===== config.mk =====
export PLATFORM = sky130hd
export DESIGN_NAME = memory_stage_flat
export DESIGN_NICKNAME = d
export VERILOG_FILES = /design/src/rtl/cpu_types_pkg.sv /design/src/rtl/memory_stage_pkg.sv /design/src/rtl/memory_stage_if.sv /design/src/rtl/memory_link_reg.sv /design/src/rtl/memory_stage.sv /design/src/flat_wrapper.sv
export SDC_FILE = /design/constraint.sdc
export NUM_CORES = 1
export LEC_CHECK = 0
export ABC_AREA = 0
export CAP_MARGIN = 20
export CORE_UTILIZATION = 38
export CTS_CLUSTER_DIAMETER = 100
export DETAILED_ROUTE_END_ITERATION = 7
export PLACE_DENSITY = 0.88
export SLEW_MARGIN = 20
export SYNTH_ARGS = -nofsm -noshare
export SYNTH_HDL_FRONTEND = slang
export SYNTH_HIERARCHICAL = 1
export SYNTH_SLANG_ARGS = --single-unit

===== constraint.sdc =====
create_clock -name CLK -period 1.35 [get_ports CLK]
set_input_delay 0.135 -clock CLK [delete_from_list [all_inputs] [get_ports CLK]]
set_output_delay 0.135 -clock CLK [all_outputs]
set_load 0.03 [all_outputs]

===== src/rtl/cpu_types_pkg.sv =====
// Basic CPU word and register-index types.
package cpu_types_pkg;

  typedef logic [31:0] word_t;
  typedef logic [4:0]  regbits_t;

endpackage


===== src/rtl/memory_stage_pkg.sv =====
// Pipeline bundles and FSM state for the memory stage.
// LL/SC support is built only when LLSC_EN is defined.
package memory_stage_pkg;
  import cpu_types_pkg::*;

  typedef enum logic [1:0] {
    IDLE = 2'd0,
    REQ  = 2'd1,
    DONE = 2'd2
  } mem_state_t;

  typedef struct packed {
    word_t      pc;
    regbits_t   rd;
    logic       reg_wen;
    logic       mem_ren;
    logic       mem_wen;
    word_t      alu_out;
    word_t      store_data;
    logic [1:0] wb_sel;
    logic       halt;
    logic       ll;
    logic       sc;
  } execute_t;

  typedef struct packed {
    word_t      pc;
    regbits_t   rd;
    logic       reg_wen;
    word_t      alu_out;
    word_t      load_data;
    logic [1:0] wb_sel;
    logic       halt;
  } memory_t;

  // A halted instruction never touches the data cache.
  function automatic logic needs_dcache(execute_t e);
    return (e.mem_ren | e.mem_wen) & ~e.halt;
  endfunction

endpackage


===== src/rtl/memory_stage_if.sv =====
// Execute-to-writeback bus of the memory stage, including the data-cache port.
// Snoop inputs (ccinv, ccsnoopaddr) exist only when LLSC_EN is defined.
interface memory_stage_if;
  import cpu_types_pkg::*;
  import memory_stage_pkg::*;

  // Handshake: dmemREN/dmemWEN stay high until the cycle dhit is seen; dhit
  // completes the request in that same cycle and the request drops after it.
  execute_t   execute_p;
  logic       ihit;
  logic       dhit;
  logic       flush;
  logic       stall;
  word_t      dmemload;
  logic       dmemREN;
  logic       dmemWEN;
  word_t      dmemaddr;
  word_t      dmemstore;
  logic       mem_busy;
  memory_t    memory_p;
  mem_state_t state;
`ifdef LLSC_EN
  logic       ccinv;
  word_t      ccsnoopaddr;
`endif

  modport master (
    input  execute_p, ihit, dhit, flush, stall, dmemload,
`ifdef LLSC_EN
    input  ccinv, ccsnoopaddr,
`endif
    output dmemREN, dmemWEN, dmemaddr, dmemstore, mem_busy, memory_p, state
  );

  modport slave (
    output execute_p, ihit, dhit, flush, stall, dmemload,
`ifdef LLSC_EN
    output ccinv, ccsnoopaddr,
`endif
    input  dmemREN, dmemWEN, dmemaddr, dmemstore, mem_busy, memory_p, state
  );

endinterface


===== src/rtl/memory_link_reg.sv =====
// LL/SC link register: tracks one reserved word address and reports whether
// an address matches the reservation as it will stand after this edge.
module memory_link_reg
  import cpu_types_pkg::*;
#(
  parameter int WORD_ALIGN_BITS = 2
) (
  input  logic  clk_i,
  input  logic  rst_i,
  input  logic  set_i,
  input  logic  store_i,
  input  logic  clr_i,
  input  word_t addr_i,
  input  logic  inv_i,
  input  word_t inv_addr_i,
  input  word_t cmp_addr_i,
  output logic  match_o
);

  localparam int TAG_W = 32 - WORD_ALIGN_BITS;
  typedef logic [TAG_W-1:0] tag_t;

  logic valid_q, valid_d;
  tag_t tag_q, tag_d;

  function automatic tag_t tag_of(word_t a);
    return a[31:WORD_ALIGN_BITS];
  endfunction

  always_comb begin
    valid_d = valid_q;
    tag_d   = tag_q;
    if (set_i) begin
      valid_d = 1'b1;
      tag_d   = tag_of(addr_i);
    end
    if (clr_i || (store_i && tag_of(addr_i) == tag_d)) valid_d = 1'b0;
    if (inv_i && tag_of(inv_addr_i) == tag_d)           valid_d = 1'b0;
  end

  // Compare against the next state so an SC advancing on the same edge as a
  // completing LL, store or snoop sees the up-to-date reservation.
  assign match_o = valid_d && (tag_of(cmp_addr_i) == tag_d);

  always_ff @(posedge clk_i) begin
    if (rst_i) begin
      valid_q <= 1'b0;
      tag_q   <= '0;
    end else begin
      valid_q <= valid_d;
      tag_q   <= tag_d;
    end
  end

  logic unused_lsb;
  assign unused_lsb = ^{addr_i[WORD_ALIGN_BITS-1:0], inv_addr_i[WORD_ALIGN_BITS-1:0],
                        cmp_addr_i[WORD_ALIGN_BITS-1:0]};

endmodule


===== src/rtl/memory_stage.sv =====
// Memory pipeline stage: EX/MEM register plus data-cache request sequencer.
// Define LLSC_EN to build load-linked / store-conditional support.
module memory_stage
  import cpu_types_pkg::*;
  import memory_stage_pkg::*;
#(
  parameter int WORD_ALIGN_BITS = 2
) (
  input logic            CLK,
  input logic            RST,
  memory_stage_if.master mif
);

  execute_t   ex_q;
  mem_state_t state_q;
  word_t      load_q;

  logic  in_req;
  logic  rd_req;
  logic  wr_req;
  logic  mem_busy;
  logic  advance;
  logic  sc_fail;
  word_t hit_data;
  word_t dmemaddr;
  word_t load_data;

  assign in_req   = (state_q == REQ);
  assign rd_req   = in_req & ex_q.mem_ren & ~ex_q.halt;
  // Read wins when both enables are set.
  assign wr_req   = in_req & ex_q.mem_wen & ~ex_q.mem_ren & ~ex_q.halt;
  assign mem_busy = in_req & ~mif.dhit;
  assign advance  = mif.ihit & ~mem_busy;
  assign dmemaddr = {ex_q.alu_out[31:WORD_ALIGN_BITS], {WORD_ALIGN_BITS{1'b0}}};

`ifdef LLSC_EN
  logic link_match;

  memory_link_reg #(
    .WORD_ALIGN_BITS(WORD_ALIGN_BITS)
  ) u_link (
    .clk_i      (CLK),
    .rst_i      (RST),
    .set_i      (rd_req & mif.dhit & ex_q.ll),
    .store_i    (wr_req & mif.dhit),
    .clr_i      (wr_req & mif.dhit & ex_q.sc),
    .addr_i     (dmemaddr),
    .inv_i      (mif.ccinv),
    .inv_addr_i (mif.ccsnoopaddr),
    .cmp_addr_i (mif.execute_p.alu_out),
    .match_o    (link_match)
  );

  assign sc_fail  = mif.execute_p.sc & ~link_match;
  // A successful SC reports 1 to writeback instead of cache data.
  assign hit_data = ex_q.sc ? 32'd1 : mif.dmemload;
`else
  logic unused_llsc;
  assign unused_llsc = ex_q.ll ^ ex_q.sc;
  assign sc_fail     = 1'b0;
  assign hit_data    = mif.dmemload;
`endif

  always_ff @(posedge CLK) begin
    if (RST) begin
      ex_q    <= '0;
      state_q <= IDLE;
      load_q  <= '0;
    end else if (mif.flush) begin
      ex_q    <= '0;
      state_q <= IDLE;
      load_q  <= '0;
    end else if (mif.stall || !advance) begin
      // Register held, but a completing request must retire so it is not re-issued.
      if (in_req && mif.dhit) begin
        state_q <= DONE;
        load_q  <= hit_data;
      end
    end else begin
      ex_q <= mif.execute_p;
      if (!needs_dcache(mif.execute_p)) begin
        state_q <= IDLE;
      end else if (sc_fail) begin
        state_q <= DONE;
        load_q  <= '0;
      end else begin
        state_q <= REQ;
      end
    end
  end

  always_comb begin
    load_data = '0;
    if (state_q == DONE)          load_data = load_q;
    else if (in_req && mif.dhit)  load_data = hit_data;
  end

  assign mif.dmemREN   = rd_req;
  assign mif.dmemWEN   = wr_req;
  assign mif.dmemaddr  = dmemaddr;
  assign mif.dmemstore = ex_q.store_data;
  assign mif.mem_busy  = mem_busy;
  assign mif.state     = state_q;

  always_comb begin
    mif.memory_p           = '0;
    mif.memory_p.pc        = ex_q.pc;
    mif.memory_p.rd        = ex_q.rd;
    mif.memory_p.reg_wen   = ex_q.reg_wen;
    mif.memory_p.alu_out   = ex_q.alu_out;
    mif.memory_p.load_data = load_data;
    mif.memory_p.wb_sel    = ex_q.wb_sel;
    mif.memory_p.halt      = ex_q.halt;
  end

endmodule


===== src/flat_wrapper.sv =====
// flat-port wrapper written by rule: the top's interface ports become plain ports
module memory_stage_flat import cpu_types_pkg::*; import memory_stage_pkg::*;
#(
  parameter int WORD_ALIGN_BITS = 2
)
  (CLK, RST, mif_execute_p, mif_ihit, mif_dhit, mif_flush, mif_stall, mif_dmemload, mif_dmemREN, mif_dmemWEN, mif_dmemaddr, mif_dmemstore, mif_mem_busy, mif_memory_p, mif_state);
  memory_stage_if mif_i ();
  input logic CLK;
  input logic RST;
  input wire logic [$bits(mif_i.execute_p)-1:0] mif_execute_p;
  input wire logic [$bits(mif_i.ihit)-1:0] mif_ihit;
  input wire logic [$bits(mif_i.dhit)-1:0] mif_dhit;
  input wire logic [$bits(mif_i.flush)-1:0] mif_flush;
  input wire logic [$bits(mif_i.stall)-1:0] mif_stall;
  input wire logic [$bits(mif_i.dmemload)-1:0] mif_dmemload;
  output wire logic [$bits(mif_i.dmemREN)-1:0] mif_dmemREN;
  output wire logic [$bits(mif_i.dmemWEN)-1:0] mif_dmemWEN;
  output wire logic [$bits(mif_i.dmemaddr)-1:0] mif_dmemaddr;
  output wire logic [$bits(mif_i.dmemstore)-1:0] mif_dmemstore;
  output wire logic [$bits(mif_i.mem_busy)-1:0] mif_mem_busy;
  output wire logic [$bits(mif_i.memory_p)-1:0] mif_memory_p;
  output wire logic [$bits(mif_i.state)-1:0] mif_state;
  assign mif_i.execute_p = mif_execute_p;
  assign mif_i.ihit = mif_ihit;
  assign mif_i.dhit = mif_dhit;
  assign mif_i.flush = mif_flush;
  assign mif_i.stall = mif_stall;
  assign mif_i.dmemload = mif_dmemload;
  assign mif_dmemREN = mif_i.dmemREN;
  assign mif_dmemWEN = mif_i.dmemWEN;
  assign mif_dmemaddr = mif_i.dmemaddr;
  assign mif_dmemstore = mif_i.dmemstore;
  assign mif_mem_busy = mif_i.mem_busy;
  assign mif_memory_p = mif_i.memory_p;
  assign mif_state = mif_i.state;
  memory_stage #(.WORD_ALIGN_BITS(WORD_ALIGN_BITS)) u_core (.CLK(CLK), .RST(RST), .mif(mif_i));
endmodule

==> results of run 1 <==
==> cell usage after synthesis <==
cell | number | share of area [%]
a21oi_1 | 33 | 2.4
a22o_1 | 32 | 4.1
and3b_1 | 1 | 0.13
buf_1 | 6 | 0.33
buf_2 | 13 | 0.95
buf_4 | 137 | 15
buf_6 | 4 | 0.65
clkbuf_1 | 36 | 2.0
conb_1 | 1 | 0.055
dfxtp_1 | 141 | 41
mux2i_1 | 107 | 16
nand2_1 | 214 | 12
nand2b_1 | 2 | 0.18
nand3_1 | 32 | 2.3
nand3b_1 | 1 | 0.11
nor2_1 | 2 | 0.11
nor2_2 | 2 | 0.18
nor2b_1 | 2 | 0.18
nor3_1 | 1 | 0.073
nor3b_1 | 1 | 0.11
nor3b_2 | 1 | 0.18
nor4b_1 | 1 | 0.13
o211ai_1 | 1 | 0.11
o21ai_0 | 32 | 2.3
or2_2 | 1 | 0.091
or4_1 | 1 | 0.11
==> worst max-delay path by stage <==
stage	startpoint	endpoint	slack, ns	cells past startpoint
floorplan	u_core/mif.state[0]	u_core/mif.dmemaddr[10]	-0.15	5
global placement	mif_dhit	u_core/load_q[7]	-0.30	6
detailed placement	mif_dhit	u_core/load_q[5]	-0.40	6
CTS	u_core/mif.state[1]	mif_memory_p[4]	-0.40	4
global route	u_core/mif.state[1]	mif_memory_p[4]	-0.44	4
finish	u_core/mif.state[1]	mif_memory_p[4]	-0.40	4
==> worst reg2reg max path, delay by kind of cell (launching register included) <==
family	cells	cell delay, ns
buffers and inverters	4	0.60
DFF	1	0.34
and+or+nand+nor	2	0.26
muxes	1	0.18
==> through the flow <==
step | std cells | util, % | hold slack, ns | power [mW] | setup TNS [ns]
2_1_floorplan | 806 | - | 0.277 | 5.10 | -10.69
3_3_place_gp | 1205 | 56.5 | 0.440 | 5.83 | -34.15
3_5_place_dp | 1205 | 56.5 | 0.447 | 5.85 | -39.71
4_1_cts | 1240 | 60.4 | 0.257 | 10.5 | -20.67
5_1_grt | 1248 | 61.5 | 0.268 | 10.9 | -29.95
6_report | 1248 | 61.5 | 0.280 | 10.5 | -23.18
==> metal layers <==
metal / vias up / track usage [%] / share of wire [%]
met4: 0 / 11.0 / 3.7
met2: 299 / 37.2 / 50
li1: 2946 / - / -
met3: 53 / 6.96 / 8.5
met5: - / 0 / 0
met1: 2842 / 21.7 / 37
==> placed cells by master, fill, tap and decap left out, types with 4 or more instances in the layout <==
| cell | instances |
|---|---|
| nand2_1 | 214 |
| clkdlybuf4s50_1 | 144 |
| dfxtp_1 | 139 |
| mux2i_1 | 104 |
| dlygate4sd2_1 | 74 |
| buf_6 | 43 |
| clkdlybuf4s15_1 | 37 |
| buf_4 | 31 |
| nand3_1 | 31 |
| a21oi_1 | 30 |
| o21ai_0 | 30 |
| buf_12 | 23 |
| a22o_4 | 23 |
| clkbuf_16 | 22 |
| clkbuf_2 | 19 |
| a22o_2 | 7 |
| clkinvlp_4 | 4 |
==> where the power goes <==
part,total [mW],switching [mW],internal [mW]
sequential,4.28,0.0453,4.23
combinational,1.51,0.704,0.807
clock,4.70,1.82,2.88
==> sequential cells by signal, indices dropped and copies added, names as in the netlist <==
signal	cells
u_core/mif.memory_p	43
u_core/load_q	32
u_core/mif.dmemstore	32
u_core/mif.dmemaddr	30
u_core/ex_q	2
u_core/mif.state	2
==> logic make-up after synthesis <==
kind of cell	count (synthesis)	share of synthesized area [%]
compound gates	98	8.91
mux	107	15.6
simple gates	262	15.6
flops	141	41.0
other cells	1	0.0545
buf+inv	196	18.8
==> final cells by class <==
cell class                 count  area share [%]
tap                          225            2.62
clock buffer                  20            4.34
sequential                   141            26.3
multi-input combinational    469            28.5
clock inverter                11            1.25
timing repair buffer         382            36.9
==> timing repair <==
action | in CTS | in global routing
setup buffers | 3 | 2
cloned | 1 | 6
endpoints found under the setup margin | 183 | 221
hold endpoints to repair | 0 | 0
pin swaps | 4 | 3
gates resized for setup | 200 | 74
==> results.sh, run 1 <==
export IMPL_cp_cell_sequence="and3b_2 -> buf_12 -> a22o_4 -> buf_6"
export IMPL_fp_dieH_um=137
export IMPL_syn_cell_area_sq_um=6880
export IMPL_critPathSlowestCell="dfxtp_4"
export IMPL_synth_cell_type_count=26
export IMPL_diodes=0
export IMPL_io_buffer_count=316
export IMPL_power_leakage_nw=4.50
export IMPL_nets=1158
export IMPL_worstPathArrival_ns=1.62
export IMPL_violations="setup timing"
export IMPL_ir_drop_uv=794
export IMPL_critPathKind="flip-flop to output port"
export IMPL_hold_path_cell_count=3
export IMPL_h_tree_depth=4
export IMPL_grt_overflow=0
export IMPL_viasPerCell=4.92
export IMPL_min_to="u_core/mif.dmemstore[22]"
export IMPL_worst_slack_ns=-0.402
export IMPL_ios=321
export IMPL_drv_slew=0
export IMPL_r2r_slack_ns=-0.15
export IMPL_setup_violations=171
export IMPL_die_area_sq_um=18600
export IMPL_cp_max_fo=23
export IMPL_first_pass_iters=5
export IMPL_gp_congestion=0.802
export IMPL_register_area_sq_um=2830
export IMPL_multi_input_area_sq_um=3060
export IMPL_hp_class="input pin to flip-flop"
export IMPL_dpl_worst_slack_ns=-0.396
export IMPL_syn_avg_cell_area_sq_um=8.55
export IMPL_ys_seq_area_share_pct=41.0
export IMPL_crit_path_max_incr_delay_ns=0.35
export IMPL_timing_rr_start="u_core/mif.state[1]"
export IMPL_fmaxAchievable_mhz=571
export IMPL_ctsHoldBuffers=0
export IMPL_p_per_area_nw_per_um2=977
export IMPL_start_kind="flip-flop"
export IMPL_finClkSkew_ns=0.0129
export IMPL_maxCapViolCount=0
export IMPL_start_util_pct=39.4
export IMPL_wl_mm=20.5
export IMPL_drive_above_1_share_pct=20.1
export IMPL_post_drt_wl_per_cell_um=16.4
export IMPL_dpl_hpwl_mm=14.5
export IMPL_status="finished, violations left"
export IMPL_core_sq_um=17500
export IMPL_nFillCells=1443
export IMPL_root_buffer="clkbuf_16"
export IMPL_drcViolationCount=0
export IMPL_cp_top_family="flip-flops"
export IMPL_grt_pass1_wl_mm=30.2
export IMPL_drtAntennaViolNets=0
export IMPL_cts_buffers=17
export IMPL_crit_path_end_kind="output port"
export IMPL_yosys_warnings=6
export IMPL_cts_sinks=141
export IMPL_hold_start="mif_execute_p[27]"
export IMPL_synth_cells=805
export IMPL_crit_buf_inv=2
export IMPL_clk_latency_ns=0.41
export IMPL_cts_tree="built"
export IMPL_num_vias=6140
export IMPL_row_count=48
export IMPL_drt_iter0_drc=182
export IMPL_period_minus_slack_ns=1.75
export IMPL_finalCritPeriodShare_pct=130
export IMPL_hold_viol_final=0
export IMPL_cts_path_max_buffers=2
export IMPL_area_growth_pct=56.1
export IMPL_grt_usage_pct=20.9
export IMPL_required_ns=1.22
export IMPL_fin_area_sq_um=10700
export IMPL_rsz0062_at_grt="true"
export IMPL_dieWidth_um=137
export IMPL_antenna_found_initial=0
export IMPL_grt_pass1_vias=6054
export IMPL_grt_start_max_net_pins=28
export IMPL_clk_pin_slew_worst_paths_ns=0.06
export IMPL_rr_worst_depth=7
export IMPL_dpl_cell_area_sq_um=9870
export IMPL_synth_seq_cells=141
export IMPL_reg2reg_to="u_core/mif.dmemstore[10]"
(Power assumes the default switching activity.)
==> inputs of run 2 (changes only) <==
--- a/config.mk
+++ b/config.mk
@@ -11,8 +11,8 @@
 export CTS_CLUSTER_DIAMETER = 100
 export DETAILED_ROUTE_END_ITERATION = 7
 export PLACE_DENSITY = 0.88
+export SKIP_LAST_GASP = 1
 export SLEW_MARGIN = 20
 export SYNTH_ARGS = -nofsm -noshare
 export SYNTH_HDL_FRONTEND = slang
-export SYNTH_HIERARCHICAL = 1
 export SYNTH_SLANG_ARGS = --single-unit
==> results.sh, run 2 <==
export IMPL_synth_edff_count=0
export IMPL_synthFlopType="dfxtp_1"
export IMPL_ios=321
export IMPL_drive_above_1_share_pct=18.4
export IMPL_critPathSlowestCell="dfxtp_4"
export IMPL_cts_path_max_buffers=2
export IMPL_largest_reg_flops=43
export IMPL_grt_pass1_wl_mm=29.1
export IMPL_fmaxAchievable_mhz=564
export IMPL_status="finished, violations left"
export IMPL_fin_total_pwr_mw=10.6
export IMPL_grt_start_max_net_pins=40
export IMPL_grt_pass1_vias=5852
export IMPL_num_vias=6040
export IMPL_ys_seq_area_share_pct=41.0
export IMPL_synth_cells=805
export IMPL_fp_dieH_um=137
export IMPL_worst_slack_ns=-0.423
export IMPL_cts_buffers=17
export IMPL_diodes=0
export IMPL_syn_cell_area_sq_um=6880
export IMPL_start_kind="flip-flop"
export IMPL_hp_class="input pin to flip-flop"
export IMPL_async_reset_ff_share_pct=0
export IMPL_critPathKind="flip-flop to output port"
export IMPL_dpl_hpwl_mm=13.9
export IMPL_synth_seq_cells=141
export IMPL_wl_mm=19.6
export IMPL_crit_path_frequent_cell="buf_4"
export IMPL_power_leakage_nw=4.50
export IMPL_cp_cell_sequence="and3b_2 -> buf_4 -> a22o_2 -> buf_4"
export IMPL_first_pass_iters=5
export IMPL_dpl_worst_slack_ns=-0.375
export IMPL_worstPathArrival_ns=1.64
export IMPL_start_util_pct=39.4
export IMPL_cts_sinks=141
export IMPL_h_tree_depth=4
export IMPL_period_minus_slack_ns=1.77
export IMPL_ir_drop_uv=817
export IMPL_drv_slew=0
export IMPL_core_sq_um=17500
export IMPL_nFillCells=1470
export IMPL_required_ns=1.22
export IMPL_synth_common_cells="214 x nand2_1, 141 x dfxtp_1, 137 x buf_4, 107 x mux2i_1, 37 x clkbuf_1"
export IMPL_final_cell_mix="214 x nand2_1, 144 x clkdlybuf4s50_1, 139 x dfxtp_1"
export IMPL_ys_top_cells_by_area="dfxtp_1 41%, mux2i_1 16%, buf_4 15%"
export IMPL_ctsHoldBuffers=0
export IMPL_rsz0062_at_grt="true"
export IMPL_crit_path_max_incr_delay_ns=0.37
export IMPL_post_drt_wl_per_cell_um=15.7
export IMPL_io_buffer_count=316
export IMPL_crit_path_end_kind="output port"
export IMPL_clk_pin_slew_worst_paths_ns=0.06
export IMPL_die_area_sq_um=18600
export IMPL_yosys_warnings=0
export IMPL_drt_iter0_drc=263
export IMPL_synth_cell_type_count=26
export IMPL_dieWidth_um=137
export IMPL_syn_avg_cell_area_sq_um=8.55
export IMPL_viasPerCell=4.83
export IMPL_antenna_found_initial=0
export IMPL_yosysMostFrequentCell="nand2_1"
export IMPL_finalCritPeriodShare_pct=131
export IMPL_grt_overflow=0
export IMPL_gp_congestion=0.828
export IMPL_synth_top_area_share_pct=41.0
export IMPL_violations="setup timing"
export IMPL_p_per_area_nw_per_um2=1000
export IMPL_setup_violations=161
export IMPL_area_growth_pct=53.3
export IMPL_mostFrequentLayoutCell="nand2_1"
export IMPL_nets=1160
export IMPL_hold_viol_final=0
export IMPL_cp_max_fo=8
export IMPL_maxCapViolCount=0
export IMPL_root_buffer="clkbuf_16"
export IMPL_yosys_area_top_type="dfxtp_1"
export IMPL_finClkSkew_ns=0.00670
export IMPL_row_count=48
export IMPL_drcViolationCount=0
export IMPL_cts_tree="built"
export IMPL_clk_latency_ns=0.41
export IMPL_drtAntennaViolNets=0
export IMPL_grt_usage_pct=20.1
[run 2: cell type report]
class | instances | area [sq um] | area share, %
repair buffers | 384 | 3820 | 36.3
multi-input cells | 469 | 3010 | 28.6
flip-flops and latches | 141 | 2830 | 26.8
clock buffers | 19 | 433 | 4.11
well taps | 225 | 282 | 2.67
clock inverters | 13 | 164 | 1.55
[run 2: logic make-up (layout without fill, tap and decap cells)]
kind of cell           count (synthesis)  after routing  share of synthesized area (%)
other                                  1              2                         0.0545
buffers and inverters                196            416                           18.8
AO/OA/AOI/OAI                         98             98                           8.91
flip-flops                           141            141                           41.0
multiplexers                         107            107                           15.6
AND/OR/NAND/NOR                      262            262                           15.6
[run 2: worst max-delay path, delay by kind of cell (launching register included)]
kind | cells | cell delay, ns
flip-flops | 1 | 0.37
buffers and inverters | 2 | 0.35
AO/OA/AOI/OAI | 1 | 0.27
AND/OR/NAND/NOR | 1 | 0.24
[run 2: per-stage QoR]
stage	hold slack (ns)	area, sq um	utilization, %	instances	TNS (ns)
after floorplan	0.277	7130	-	806	-10.69
after global placement	0.441	9760	55.9	1202	-38.12
after detailed placement	0.449	9760	55.9	1202	-45.47
after CTS	0.251	10500	60.0	1246	-37.90
after global routing	0.276	10500	60.3	1251	-58.97
final	0.269	10500	60.3	1251	-47.51
[run 2: routing by layer]
layer | vias to the layer above | share of wire, % | global-route usage (%)
met5 | - | 0 | 0
met4 | 0 | 2.1 | 8.52
met3 | 21 | 8.6 | 5.37
met2 | 269 | 50 | 36.2
met1 | 2798 | 39 | 22.1
li1 | 2952 | - | -
[run 2: power by group]
part | switching, mW | internal [mW]
sequential | 0.0462 | 4.23
combinational | 0.692 | 0.798
clock | 1.88 | 2.92
total | 2.62 | 7.95
[run 2: final timing paths]
path,start,endpoint,slack [ns],depth (start not counted)
hold / removal,mif_execute_p[63],u_core.mif.dmemaddr[26],0.27,3
hold reg to reg,u_core.mif.dmemstore[31],u_core.mif.dmemstore[31],0.45,2
setup / recovery,u_core.mif.state[0],mif_memory_p[33],-0.42,4
setup reg to reg,u_core.mif.state[1],u_core.mif.dmemstore[22],-0.42,9
[run 2: repair_timing]
item                       4_1_cts  5_1_grt
pin swaps                        2        3
cloned                           6        1
setup endpoints to repair      212      197
gates resized for setup        163       65
setup buffers                    6        6
==> inputs of run 3 (changes only) <==
--- a/config.mk
+++ b/config.mk
@@ -8,7 +8,6 @@
 export ABC_AREA = 0
 export CAP_MARGIN = 20
 export CORE_UTILIZATION = 38
-export CTS_CLUSTER_DIAMETER = 100
 export DETAILED_ROUTE_END_ITERATION = 7
 export PLACE_DENSITY = 0.88
 export SKIP_LAST_GASP = 1
==> results of run 3 <==
No change in the layout: final DEF, timing and power equal those of run 2.
